==> src/rtl/id_ex_stage.sv <==
// -----------------------------------------------------------------------------
// id_ex_stage
//
// ID->EX pipeline register of the 19-bit CPU.
//   * Captures the decoded operands and control of the ID instruction into the
//     EX stage, one cycle after capture.
//   * Detects load-use hazards against the load currently in EX. It raises
//     `stall` to hold PC and IF/ID, and inserts a single bubble into EX.
//   * Bypasses a same-cycle WB register write into the captured operand data.
//   * Counts hazard bubbles in a saturating performance counter.
//
// Ports
//   clk, rst_n                   clock, synchronous active-low reset
//   id_valid                     ID holds a real instruction
//   id_rs/id_rt/id_rd            decoded register addresses
//   id_uses_rs/id_uses_rt        instruction really reads rs / rt
//   id_rs_data/id_rt_data        register-file read data
//   id_imm                       sign-extended immediate
//   id_alu_op, id_alusrc,
//   id_regwrite, id_memread,
//   id_memwrite, id_memtoreg     decoded control
//   wb_regwrite/wb_rd/wb_data    WB write port, used for the operand bypass
//   flush                        taken branch/jump in EX; kill the ID instruction
//   ex_hold                      downstream stall; freeze this stage
//   stall                        combinational; hold PC and IF/ID
//   ex_*                         registered EX-stage fields
//   bubble_cnt                   saturating count of hazard bubbles
// -----------------------------------------------------------------------------
module id_ex_stage #(
   parameter int DATA_W  = 19,
   parameter int REG_W   = 3,
   parameter int ALUOP_W = 4,
   parameter int CNT_W   = 8
) (
   input  logic               clk,
   input  logic               rst_n,
   input  logic               id_valid,
   input  logic [REG_W-1:0]   id_rs,
   input  logic [REG_W-1:0]   id_rt,
   input  logic [REG_W-1:0]   id_rd,
   input  logic               id_uses_rs,
   input  logic               id_uses_rt,
   input  logic [DATA_W-1:0]  id_rs_data,
   input  logic [DATA_W-1:0]  id_rt_data,
   input  logic [DATA_W-1:0]  id_imm,
   input  logic [ALUOP_W-1:0] id_alu_op,
   input  logic               id_alusrc,
   input  logic               id_regwrite,
   input  logic               id_memread,
   input  logic               id_memwrite,
   input  logic               id_memtoreg,
   input  logic               wb_regwrite,
   input  logic [REG_W-1:0]   wb_rd,
   input  logic [DATA_W-1:0]  wb_data,
   input  logic               flush,
   input  logic               ex_hold,
   output logic               stall,
   output logic               ex_valid,
   output logic [REG_W-1:0]   ex_rs,
   output logic [REG_W-1:0]   ex_rt,
   output logic [REG_W-1:0]   ex_rd,
   output logic [DATA_W-1:0]  ex_rs_data,
   output logic [DATA_W-1:0]  ex_rt_data,
   output logic [DATA_W-1:0]  ex_imm,
   output logic [ALUOP_W-1:0] ex_alu_op,
   output logic               ex_alusrc,
   output logic               ex_regwrite,
   output logic               ex_memread,
   output logic               ex_memwrite,
   output logic               ex_memtoreg,
   output logic [CNT_W-1:0]   bubble_cnt
);

   // WB bypass: a register written by WB in this same cycle is not yet visible
   // in the register-file read data, so take the WB value instead.
   function automatic logic [DATA_W-1:0] wb_bypass(
      input logic              wb_we,
      input logic [REG_W-1:0]  wb_addr,
      input logic [REG_W-1:0]  rd_addr,
      input logic [DATA_W-1:0] wb_val,
      input logic [DATA_W-1:0] rf_val
   );
      logic [DATA_W-1:0] res;
      if (wb_we && (wb_addr == rd_addr)) begin
         res = wb_val;
      end else begin
         res = rf_val;
      end
      return res;
   endfunction

   localparam logic [CNT_W-1:0] CNT_MAX = {CNT_W{1'b1}};
   localparam logic [CNT_W-1:0] CNT_ONE = {{(CNT_W-1){1'b0}}, 1'b1};

   logic               ex_valid_r;
   logic [REG_W-1:0]   ex_rs_r;
   logic [REG_W-1:0]   ex_rt_r;
   logic [REG_W-1:0]   ex_rd_r;
   logic [DATA_W-1:0]  ex_rs_data_r;
   logic [DATA_W-1:0]  ex_rt_data_r;
   logic [DATA_W-1:0]  ex_imm_r;
   logic [ALUOP_W-1:0] ex_alu_op_r;
   logic               ex_alusrc_r;
   logic               ex_regwrite_r;
   logic               ex_memread_r;
   logic               ex_memwrite_r;
   logic               ex_memtoreg_r;
   logic [CNT_W-1:0]   bubble_cnt_r;

   logic               hazard_s;
   logic [DATA_W-1:0]  rs_cap_s;
   logic [DATA_W-1:0]  rt_cap_s;

   // Load-use hazard detection and operand capture selection.
   always_comb begin
      hazard_s = ex_valid_r & ex_memread_r & id_valid &
                 ((id_uses_rs & (ex_rd_r == id_rs)) |
                  (id_uses_rt & (ex_rd_r == id_rt)));
      rs_cap_s = wb_bypass(wb_regwrite, wb_rd, id_rs, wb_data, id_rs_data);
      rt_cap_s = wb_bypass(wb_regwrite, wb_rd, id_rt, wb_data, id_rt_data);
   end

   // The stall request is not gated by ex_hold; a flush discards the consumer,
   // so there is nothing left to stall for.
   assign stall = hazard_s & ~flush;

   // EX pipeline register: reset > flush > hold > hazard bubble > load.
   // Bubbles clear valid, control and register addresses but leave the data
   // and immediate fields untouched.
   always_ff @(posedge clk) begin
      if (!rst_n) begin
         ex_valid_r    <= 1'b0;
         ex_rs_r       <= {REG_W{1'b0}};
         ex_rt_r       <= {REG_W{1'b0}};
         ex_rd_r       <= {REG_W{1'b0}};
         ex_rs_data_r  <= {DATA_W{1'b0}};
         ex_rt_data_r  <= {DATA_W{1'b0}};
         ex_imm_r      <= {DATA_W{1'b0}};
         ex_alu_op_r   <= {ALUOP_W{1'b0}};
         ex_alusrc_r   <= 1'b0;
         ex_regwrite_r <= 1'b0;
         ex_memread_r  <= 1'b0;
         ex_memwrite_r <= 1'b0;
         ex_memtoreg_r <= 1'b0;
         bubble_cnt_r  <= {CNT_W{1'b0}};
      end else if (flush || (!ex_hold && hazard_s)) begin
         ex_valid_r    <= 1'b0;
         ex_rs_r       <= {REG_W{1'b0}};
         ex_rt_r       <= {REG_W{1'b0}};
         ex_rd_r       <= {REG_W{1'b0}};
         ex_alu_op_r   <= {ALUOP_W{1'b0}};
         ex_alusrc_r   <= 1'b0;
         ex_regwrite_r <= 1'b0;
         ex_memread_r  <= 1'b0;
         ex_memwrite_r <= 1'b0;
         ex_memtoreg_r <= 1'b0;
         // Only hazard bubbles are counted; flush bubbles are not.
         if (!flush && (bubble_cnt_r != CNT_MAX)) begin
            bubble_cnt_r <= bubble_cnt_r + CNT_ONE;
         end else begin
            bubble_cnt_r <= bubble_cnt_r;
         end
      end else if (ex_hold) begin
         ex_valid_r <= ex_valid_r;
      end else begin
         ex_valid_r    <= id_valid;
         ex_rs_r       <= id_rs;
         ex_rt_r       <= id_rt;
         ex_rd_r       <= id_rd;
         ex_rs_data_r  <= rs_cap_s;
         ex_rt_data_r  <= rt_cap_s;
         ex_imm_r      <= id_imm;
         ex_alu_op_r   <= id_alu_op;
         ex_alusrc_r   <= id_alusrc;
         // An invalid instruction must never write a register or memory.
         ex_regwrite_r <= id_regwrite & id_valid;
         ex_memread_r  <= id_memread  & id_valid;
         ex_memwrite_r <= id_memwrite & id_valid;
         ex_memtoreg_r <= id_memtoreg & id_valid;
      end
   end

   assign ex_valid    = ex_valid_r;
   assign ex_rs       = ex_rs_r;
   assign ex_rt       = ex_rt_r;
   assign ex_rd       = ex_rd_r;
   assign ex_rs_data  = ex_rs_data_r;
   assign ex_rt_data  = ex_rt_data_r;
   assign ex_imm      = ex_imm_r;
   assign ex_alu_op   = ex_alu_op_r;
   assign ex_alusrc   = ex_alusrc_r;
   assign ex_regwrite = ex_regwrite_r;
   assign ex_memread  = ex_memread_r;
   assign ex_memwrite = ex_memwrite_r;
   assign ex_memtoreg = ex_memtoreg_r;
   assign bubble_cnt  = bubble_cnt_r;

endmodule

==> config.mk <==
export PLATFORM = sky130hd
export DESIGN_NAME = id_ex_stage
export DESIGN_NICKNAME = d
export VERILOG_FILES = /design/src/rtl/id_ex_stage.sv
export SDC_FILE = /design/constraint.sdc
export NUM_CORES = 1
export LEC_CHECK = 0
export ABC_CLOCK_PERIOD_IN_PS = 4000
export CAP_MARGIN = 20
export CORE_ASPECT_RATIO = 1.4
export CORE_MARGIN = 1.5
export CORE_UTILIZATION = 43
export DETAILED_ROUTE_END_ITERATION = 8
export GPL_TIMING_DRIVEN = 0
export PLACE_DENSITY_LB_ADDON = 0.3
export SLEW_MARGIN = 20
export SYNTH_ARGS = -nofsm -noshare
export SYNTH_HDL_FRONTEND = slang
export SYNTH_SLANG_ARGS = --single-unit
export TNS_END_PERCENT = 20
==> constraint.sdc <==
create_clock -name clk -period 4 [get_ports clk]
set_clock_uncertainty 0.1 [all_clocks]
set_input_delay 0.4 -clock clk [delete_from_list [all_inputs] [get_ports clk]]
set_output_delay 0.4 -clock clk [all_outputs]
set_load 0.02 [all_outputs]
==> results_dict.tcl <==
set metrics [dict create \
    max_slew_margin 0.625 \
    critical_path_class "input pin to output pin" \
    worstMarginPinSlew_ns 0.562 \
    post-route-period-util 0.791 \
    rsz0062_at_grt "no" \
    antenna_found_initial 0 \
    startpoint_type "input pin" \
    slew_violations 0 \
    netlist_area_um2 3780 \
    worstPathArrival_ns 2.66 \
    crit_start "id_rs[0]" \
    fmaxAchievable_mhz 316 \
    cts_root_buf "clkbuf_16" \
    synth.distinct_cells 32 \
    rows 40 \
    dp_hpwl_um 8980 \
    cpLargestDelayFamily "buffers and inverters" \
    place.gp.congestion 0.908 \
    cts_setup_buffers 0 \
    hold_path.class "register to register" \
    yosysSeqAreaShare 0.445 \
    viasPerCell 5.38 \
    fin_crit_ns 3.16 \
    grt_pass1_wl_um 18100 \
    syn_to_final_growth_pct 60.6 \
    worstReg2RegStart "ex_rd[2]" \
    hold_slack_ns 0.358 \
    grt_max_degree 13 \
    status "finished clean" \
    core-area_um2 8560 \
    syn_nets 515 \
    p_leak_uw 0.00235 \
    slowest_delay_ns 0.61 \
    slowest_stage "clkdlybuf4s50_1" \
    vias 3854 \
    wl_per_cell_um 16.5 \
    cts_buffers 9 \
    nNetsFinal 713 \
    cts_resized 0 \
    grt.total_usage 0.252 \
    path_clk_slew_ns 0.06 \
    ys_warn_count 0 \
    totalWireLength_um 11800 \
    min_from "ex_imm[16]" \
    drtIter0Drc 120 \
    clk_latency_ns 0.33 \
    antenna_cells 0 \
    multiInputGateArea_um2 1870 \
    ys_ff_latch 84 \
    grt_overflow 0 \
    htree_levels 3 \
    die_h_um 114 \
    reg2reg_slack_ns 2.09 \
    fillerInstances 677 \
    crit_path_max_fanout 10 \
    drt-pass1-iter-count 4 \
    die_w_um 82.2 \
    hold_violations 0 \
    critPathBufInv 5 \
    syn_inst 409 \
    avgSynthCellArea_um2 9.24 \
    setup_tns_ns 0 \
    crit_chain "clkdlybuf4s50_1, xnor2_1, nand4_1, a21o_1, buf_6, buf_4, buf_2, nor2_1, clkdlybuf4s50_1" \
    setup_violations 0 \
    ff_latch_area_um2 1680 \
    crit_top_cell "clkdlybuf4s50_1" \
    final_common_cell "clkdlybuf4s50_1" \
    clock_path_buffers 2 \
    drc 0 \
    grt_pass1_vias 3842 \
    cap_violations 0 \
    critPathCaptureType "output pin" \
    required_ns 3.50 \
    cts_hold_buf 0 \
    vdd_drop_max_uv 325 \
    power_density_nw_per_um2 349 \
    boundaryPins 190 \
    final_cell_mix "clkdlybuf4s50_1 (187), dfxtp_1 (84), mux2i_1 (58), a21oi_1 (58), nand2_1 (54)" \
    start_util 0.442 \
    ant_nets 0 \
    die-area_um2 9370 \
    tritoncts "built" \
    drive_above_1_share 0.0475 \
    io_buffers 187 \
    clock-sinks 84 \
]
[path summary, 6_finish.rpt]
kind                                      end  cells past startpoint
worst max-delay path                    stall                      9
worst min-delay path               ex_imm[16]                      2
worst max register to register  ex_rt_data[8]                      7
worst min register to register     ex_imm[16]                      2
[synthesized netlist by cell type (all sizes together)]
cell type | n | share of area
a22oi | 1 | 0.0020
nor2 | 7 | 0.0076
o31ai | 5 | 0.0099
nor3 | 2 | 0.0026
and2 | 1 | 0.0017
nand4 | 6 | 0.0099
nand3b | 14 | 0.028
o21ai | 3 | 0.0040
mux2i | 58 | 0.15
clkinv | 1 | 0.00099
a21o | 1 | 0.0020
nand3 | 6 | 0.0079
nand2 | 54 | 0.054
a21oi | 58 | 0.077
a32oi | 4 | 0.0093
xnor2 | 12 | 0.028
dfxtp | 84 | 0.45
ha | 1 | 0.0033
clkbuf | 21 | 0.021
and3 | 1 | 0.0017
or4 | 5 | 0.0099
a211oi | 38 | 0.075
nand2b | 1 | 0.0017
nor2b | 1 | 0.0017
o21a | 2 | 0.0040
or3 | 1 | 0.0017
inv | 3 | 0.0030
buf | 18 | 0.034
[worst min-delay path, stage by stage (launching register included)]
cell	delay (ns)
dfxtp_1	0.31
nand2_1	0.05
mux2i_1	0.05
[layout make-up]
cell class / count / share of cell area
Inverter: 4 / 0.00247
Clock inverter: 2 / 0.00577
Timing Repair Buffer: 187 / 0.309
Multi-Input combinational cell: 282 / 0.309
Clock buffer: 13 / 0.0412
Sequential cell: 84 / 0.277
Buffer: 39 / 0.0342
Tap cell: 105 / 0.0217
[cells by family after synthesis]
family,share of synthesized area
muxes,0.154
AOI/OAI and AO/OA,0.183
and+or+nand+nor,0.128
buffers and inverters,0.0589
DFF,0.445
adders and majority gates,0.00331
xor gates and xnor gates,0.0278
[state kept, by name (all words and copies together), names as in the netlist]
register     flops
ex_rs            3
ex_memtoreg      1
ex_rs_data      19
ex_rd            3
ex_memwrite      1
ex_imm          19
ex_alusrc        1
ex_valid         1
ex_rt_data      19
bubble_cnt       8
ex_regwrite      1
ex_rt            3
ex_memread       1
ex_alu_op        4
[report_power, final]
part | internal [µW] | leakage [µW] | switching, µW
registers | 879 | 0.000688 | 22.4
clock network | 497 | 0.000140 | 306
logic | 225 | 0.00152 | 187
total | 1600 | 0.00235 | 516
[routing by layer]
layer | vias to the layer above | routed length (µm) | GRT usage
met1 | 1789 | 4420 | 0.264
met5 | - | 0 | 0
li1 | 1874 | - | -
met4 | 0 | 365 | 0.112
met2 | 165 | 6100 | 0.453
met3 | 26 | 936 | 0.0696
[metrics by stage]
stage | power, µW | setup WS (ns) | util | cells | instance area [µm²]
finish | 2120 | 0.836 | 0.709 | 716 | 6070
global route | 2200 | 0.713 | 0.709 | 716 | 6070
CTS | 2130 | 0.798 | 0.709 | 716 | 6070
detailed placement | 1330 | 0.817 | 0.676 | 701 | 5780
global placement | 1320 | 0.835 | 0.676 | 701 | 5780
floorplan | 1100 | 1.85 | - | 409 | 3780
Note: power is estimated with default switching activity, not from simulation.
